## src/rtl/io_config_loader.sv

```systemverilog
// Bit-serial configuration loader for a data_io_block: shifts a frame into a shadow
// register, screens it for length and bus-contention errors, and commits clean frames to c.
module io_config_loader #(
  parameter int W          = 6,
  parameter int WW         = 3,
  parameter int EXTDATAIN  = 2,
  parameter int EXTDATAOUT = 3,
  localparam int CW        = W * (EXTDATAIN + EXTDATAOUT)
) (
  input  logic          clk,
  input  logic          reset,
  input  logic          cfg_valid,
  input  logic          cfg_bit,
  input  logic          cfg_last,
  output logic          cfg_ready,
  output logic [CW-1:0] c,
  output logic          cfg_done,
  output logic          cfg_error,
  output logic [1:0]    cfg_err_code
);

  localparam int CNT_W = $clog2(CW + 1);
  localparam logic [CNT_W-1:0] LAST_IDX = CNT_W'(CW - 1);

  localparam logic [1:0] ERR_NONE    = 2'b00;
  localparam logic [1:0] ERR_LENGTH  = 2'b01;
  localparam logic [1:0] ERR_IN_CON  = 2'b10;
  localparam logic [1:0] ERR_OUT_CON = 2'b11;

  typedef enum logic [1:0] {
    IDLE  = 2'd0,
    SHIFT = 2'd1,
    CHECK = 2'd2
  } state_t;

  state_t           state, state_next;
  logic [CNT_W-1:0] cnt;
  logic [CW-1:0]    shadow;
  logic             len_err;
  logic             accept;
  logic             frame_end;
  logic             in_cont, out_cont;
  logic             in_seen, out_seen;

  assign cfg_ready = (state != CHECK);
  assign accept    = cfg_valid && cfg_ready;
  // A frame ends on cfg_last or when the shadow is full, whichever comes first.
  assign frame_end = accept && (cfg_last || (cnt == LAST_IDX));

  always_ff @(posedge clk) begin
    if (reset) state <= IDLE;
    else       state <= state_next;
  end

  always_comb begin
    state_next = state;
    case (state)
      IDLE, SHIFT: begin
        if (frame_end)   state_next = CHECK;
        else if (accept) state_next = SHIFT;
      end
      CHECK:   state_next = IDLE;
      default: state_next = IDLE;
    endcase
  end

  always_comb begin
    in_cont = 1'b0;
    in_seen = 1'b0;
    for (int j = 0; j < W; j++) begin
      in_seen = 1'b0;
      for (int i = 0; i < EXTDATAIN; i++) begin
        if (shadow[j + i*W]) begin
          if (in_seen) in_cont = 1'b1;
          in_seen = 1'b1;
        end
      end
    end
  end

  // Data lines that share a residue mod WW land on the same output port bit.
  always_comb begin
    out_cont = 1'b0;
    out_seen = 1'b0;
    for (int i = 0; i < EXTDATAOUT; i++) begin
      for (int m = 0; m < WW; m++) begin
        out_seen = 1'b0;
        for (int k = 0; k < W/WW; k++) begin
          if (shadow[m + k*WW + i*W + EXTDATAIN*W]) begin
            if (out_seen) out_cont = 1'b1;
            out_seen = 1'b1;
          end
        end
      end
    end
  end

  always_ff @(posedge clk) begin
    if (reset) begin
      cnt          <= '0;
      shadow       <= '0;
      len_err      <= 1'b0;
      c            <= '0;
      cfg_done     <= 1'b0;
      cfg_error    <= 1'b0;
      cfg_err_code <= ERR_NONE;
    end else begin
      cfg_done <= 1'b0;
      case (state)
        IDLE, SHIFT: begin
          if (accept) begin
            shadow[cnt] <= cfg_bit;
            cnt         <= cnt + 1'b1;
            if (state == IDLE) begin
              cfg_error    <= 1'b0;
              cfg_err_code <= ERR_NONE;
            end
            if (frame_end) len_err <= !(cfg_last && (cnt == LAST_IDX));
          end
        end
        CHECK: begin
          cnt <= '0;
          if (len_err) begin
            cfg_error    <= 1'b1;
            cfg_err_code <= ERR_LENGTH;
          end else if (in_cont) begin
            cfg_error    <= 1'b1;
            cfg_err_code <= ERR_IN_CON;
          end else if (out_cont) begin
            cfg_error    <= 1'b1;
            cfg_err_code <= ERR_OUT_CON;
          end else begin
            c        <= shadow;
            cfg_done <= 1'b1;
          end
        end
        default: cnt <= '0;
      endcase
    end
  end

endmodule

```

## config.mk

```make
export PLATFORM = sky130hd
export DESIGN_NAME = io_config_loader
export DESIGN_NICKNAME = d
export VERILOG_FILES = /design/src/rtl/io_config_loader.sv
export SDC_FILE = /design/constraint.sdc
export NUM_CORES = 1
export LEC_CHECK = 0
export CORE_ASPECT_RATIO = 0.8
export CORE_MARGIN = 3
export CORE_UTILIZATION = 59
export CTS_CLUSTER_SIZE = 12
export DETAILED_ROUTE_END_ITERATION = 7
export PLACE_DENSITY = 0.84
export SLEW_MARGIN = 20
export SYNTH_ARGS = -nofsm -noshare
export SYNTH_HDL_FRONTEND = slang
export SYNTH_SLANG_ARGS = --single-unit
```

## constraint.sdc

```tcl
create_clock -name clk -period 2.6 [get_ports clk]
set_input_delay 0.65 -clock clk [delete_from_list [all_inputs] [get_ports clk]]
set_output_delay 0.65 -clock clk [all_outputs]
set_load 0.01 [all_outputs]
```

# After elaboration in Yosys (flattened, before gate mapping)
# Index checks and enable logic that the tools add are counted.
dict set report classes {
  n_bitwise 5
  add_sub_neg 1
  order_cmp 2
  n_reduce_logical 17
  n_eq_ne 7
  n_mux 63
}
# operator n
set ops {}
lappend ops {{1-bit two-way mux} 52}
lappend ops {{30-bit bitwise mux} 1}
lappend ops {{2-bit two-way mux} 7}
lappend ops {{4-bit AND reduction} 2}
lappend ops {{5-bit by 6-bit less-than comparator with 1-bit output (second input constant)} 1}
lappend ops {{2-bit inequality test (second input constant)} 3}
lappend ops {{5-bit by 1-bit adder with 5-bit output (second input constant)} 1}
lappend ops {{1-bit demux with 5-bit select} 1}
lappend ops {{5-bit == test (second input constant)} 1}
lappend ops {{5-bit by 1-bit greater-or-equal comparator with 1-bit output (second input constant)} 1}
lappend ops {{1-bit inverter} 5}
lappend ops {{1-bit logical AND} 4}
lappend ops {{4-bit inequality test (second input constant)} 1}
lappend ops {{2-bit one-hot mux with 2 select lines} 1}
lappend ops {{2-bit nonzero test} 2}
lappend ops {{2-bit OR reduction} 2}
lappend ops {{4-bit OR reduction} 1}
lappend ops {{3-bit AND reduction} 1}
lappend ops {{3-bit OR reduction} 1}
lappend ops {{2-bit by 1-bit == test with 1-bit output (second input constant)} 1}
lappend ops {{2-bit == test (second input constant)} 1}
lappend ops {{2-bit logical NOT} 1}
lappend ops {{1-bit one-hot mux with 2 select lines} 1}
lappend ops {{2-bit AND reduction} 1}
lappend ops {{other kinds (2)} 2}
dict set report totals {
  regBits 72
  output_inout_bits 35
  inputBits 5
  elab_cells 104
}

# Logic depth before layout (Yosys ltp)
dict set report logic_depth {
  word_depth 23
  depth_mapped 9
  depth_no_buf 6
}

# Worst setup path before layout
# Ideal clock, no wire load.
dict set report synth_timing {
  kind {input-to-reg}
  from {in cfg_valid}
  to {reg shadow[29]}
  n_path_buf 2
  cell_stages 6
  path_slack_ns 0.905
  setup_time_ns 0.128
  t_required_ns 2.472
  arrival_time_ns 1.568
  cell_sequence {buf_2 > and3_1 > buf_2 > nor3b_2 > mux2i_1 > nor2_1}
}
dict set report synth_between {
  elab_chain_cells 2
}
# item line
set synth_rtl {}
lappend synth_rtl {{start, declared} 12} ;# input logic cfg_valid,
lappend synth_rtl {{1-bit logical AND} 46} ;# assign accept = cfg_valid && cfg_ready;
lappend synth_rtl {{2-bit AND reduction (no source line)} -}
lappend synth_rtl {{end signal, assigned by index} 112} ;# shadow[cnt] <= cfg_bit;
lappend synth_rtl {{end, declared} 38} ;# logic [CW-1:0] shadow;
# No other way between the ends.
# A chain may end at the register's enable or synchronous reset.

# Final worst setup path
dict set report layout_timing {
  from {reg state[1]}
  to {out cfg_ready}
}
dict set report layout_between {
  elab_chain_cells 1
}
# item line
set layout_rtl {}
lappend layout_rtl {{start, declared} 36} ;# state_t state, state_next;
lappend layout_rtl {{start signal, assigned} 52} ;# else state <= state_next;
lappend layout_rtl {{2-bit inequality test} 45} ;# assign cfg_ready = (state != CHECK);
lappend layout_rtl {{end, declared} 15} ;# output logic cfg_ready,
# No other way between the ends.

==> impl_results.md <==
- Grt ovf: 0
- Synthesis-to-finish area growth: 18.5%
- Number of warnings issued by yosys: 0
- Unrepaired setup endpoints after global routing: no
- Clock skew: 0.00725 ns
- DP Area: 3430 sq um
- Post-synthesis mux area share: 8.15%
- GPL Wtd Cong: 0.819
- DR vias: 2658
- Status: complete, no violations
- Die Ht: 70.5 microns
- Peak supply drop: 0.000460 V
- Part of the power in registers: 52.9%
- TritonCTS clock tree: done
- Row cnt: 22
- EDFF count, synth: 0
- Routed WL: 6780 microns
- Routed Antenna Nets: 0
- Post-synthesis compound-gate area fraction: 15.5%
- Startpoint Class: flip-flop
- Upper clock frequency limit: 421 MHz
- Clk slew on worst S/H paths: 0.07 ns
- Final Setup Violations: 0
- CP Capture Type: primary output
- Total CTS buffers: 9
- Share of the synthesized area in the top cell type: 46.9%
- P_sw: 464 uW
- Inst Count DP: 438
- Starting Density: 64.1%
- Simple-gate portion of the synthesized area: 20.6%
- Adder-cell share of the synthesized area: 1.63%
- Fin crit share: 91.3%
- H-tree levels: 3
- Synth Area in XOR/XNOR: 1.14%
- Clock root buffer: clkbuf_8
- # nets final: 398
- R2R setup slack: 0.57 ns
- Fin crit period: 2.37 ns
- Most used flip-flop cell after synthesis: dfxtp_1
- Clk_lat worst skew: 0.34 ns
- Max-Cap Viols: 0
- Worst Path Required: 1.95 ns
- Die width: 86.7 microns
- Most frequent cell after synthesis: dfxtp_1
- Pint: 1.66 mW
- Remaining DRCs: 0
- Logic pwr share: 5.1%
- Hold_sp: shadow[2]
- Fin area: 3640 sq um
- Layout Cells excl Fill: 453
- Post-synthesis cell count: 364
- Clock net sink count: 72
- Slew @ Worst Pin: 0.794 ns
- Pin count of the biggest net entering global routing: 47
- Sequential cell area fraction in the yosys report: 46.9%
- Core area: 4790 sq um
- Pwr dens: 585 nW/um^2
- Share of layout cells above drive strength 1: 8.14%
- CTS Buffer Depth: 2
- Number of post-CTS setup repair buffers: 0
- Crit. Startpoint: state[1]
- DRT iter0 DRCs: 180
- All-Layer GR Usage: 23.9%
- Final Hold Fails: 0
- Dominant cells by area after synthesis: dfxtp_1 (47%), mux2i_1 (8.1%), a21oi_1 (6.2%), nand3_1 (6.2%), nor2_1 (4.9%)
- Boundary pin count: 40
- Sw Ratio: 21.8%
- Area of the die: 6110 sq um
- Syn Nets: 373
- Leak: 1.35 nW
- Max Slew Vio Count: 0
- Drt via density: 5.87
- FF-to-FF Start: state[1]
- Power Total: 2.13 mW
- DRT Pass-1 Iters: 5
- Most instantiated cells after synthesis: dfxtp_1 (72), nor2_1 (40), a21oi_1 (38), nand3_1 (38)
- Yosys cell types: 35
- Kind of critical path: flip-flop to primary output
- Initial antenna violation count: 0
- Max FO, Critical Path: 10
- FF+latch count, synth: 72
- Fraction of registers with async set/reset: 0%
- Largest family of logic cells by synthesized area: simple AND/OR/NAND/NOR gates
- Antenna diodes: 0
- WP data arrival: 1.72 ns
- HPWL after DPL: 4650 microns
- Hold WC Path Type: flip-flop to flip-flop
- Slew headroom: 47.1%
- Resized Gates After CTS: 0
- Netlist Area Pre-Place: 3070 sq um
- Clock Power Share: 42.0%
- First-pass GRT wire length: 11700 microns
- Cell taking the most area after synthesis: dfxtp_1
- DR WL/cell: 15.0 microns
- Hold_buf cts: 0
- Syn Area/Cell: 8.44 sq um
- Port buffer count: 39
- Setup TNS: 0 ns
- Vias in the first global route: 2455
- Hold slack: 0.476 ns
==> registers in the layout, indices dropped and copies added (netlist names) <==
name and cells:
c 30, cfg_done 1, cfg_err_code 2, cfg_error 1, cnt 5, len_err 1
shadow 30, state 2
==> worst paths after layout <==
kind	endpoint	cells after the start
worst max register to register	cfg_error	6
worst min-delay path	shadow[2]	2
worst min register to register	shadow[2]	2
worst max-delay path	cfg_ready	2
==> power groups by stage <==
stage	Sequential (mW)	Combinational, mW	Clock (mW)
final	1.13	0.108	0.894
after global routing	1.13	0.119	0.959
after CTS	1.13	0.108	0.909
after detailed placement	1.15	0.107	0
after global placement	1.15	0.104	0
after floorplan	1.15	0.0813	0
==> stage by stage <==
stage,util (%),setup slack (ns)
2_1_floorplan,-,0.905
3_3_place_gp,71.7,0.282
3_5_place_dp,71.7,0.238
4_1_cts,75.9,0.232
5_1_grt,75.9,0.162
6_report,75.9,0.225
==> metal layers <==
metal | track usage [%] | vias to the layer above | routed length (microns)
li1 | - | 1316 | -
met2 | 34.9 | 85 | 3090
met3 | 6.96 | 9 | 466
met4 | 8.65 | 0 | 89
met1 | 33.5 | 1248 | 3130
met5 | 0 | - | 0
==> layout make-up <==
class                           count  area [sq um]
Multi-Input combinational cell    253          1440
Sequential cell                    72          1440
Fill cell                         380          1150
Timing Repair Buffer               48           453
Clock buffer                       12           165
Tap cell                           60          75.1
Clock inverter                      3          40.0
Inverter                            5          18.8
==> placed cells by master, fill, tap and decap left out, types with 2 or more instances in the layout <==
master,count
dfxtp_1,72
nor2_1,40
a21oi_1,38
nand3_1,38
clkdlybuf4s50_1,38
o21ai_1,29
nand2_1,29
mux2i_1,25
clkbuf_8,12
nor3_1,10
buf_4,9
inv_1,5
nand2b_1,5
and3_1,4
o21ai_0,4
ha_1,4
a22oi_1,3
o32ai_1,3
xnor2_1,3
nand4_1,2
or2_2,2
or3_1,2
clkinv_2,2
==> critical path, stage by stage, from the launching register on <==
cell	delay, ns
dfxtp_1	0.56
nand2b_1	0.28
clkdlybuf4s50_1	0.55
==> kinds of logic after synthesis <==
logic type,Yosys count
multiplexers,25
AO/OA/AOI/OAI,84
AND/OR/NAND/NOR,136
adder cells (fa/ha/maj),4
XOR/XNOR,4
flip-flops,72
buffers and inverters,39
(Power assumes the default switching activity.)
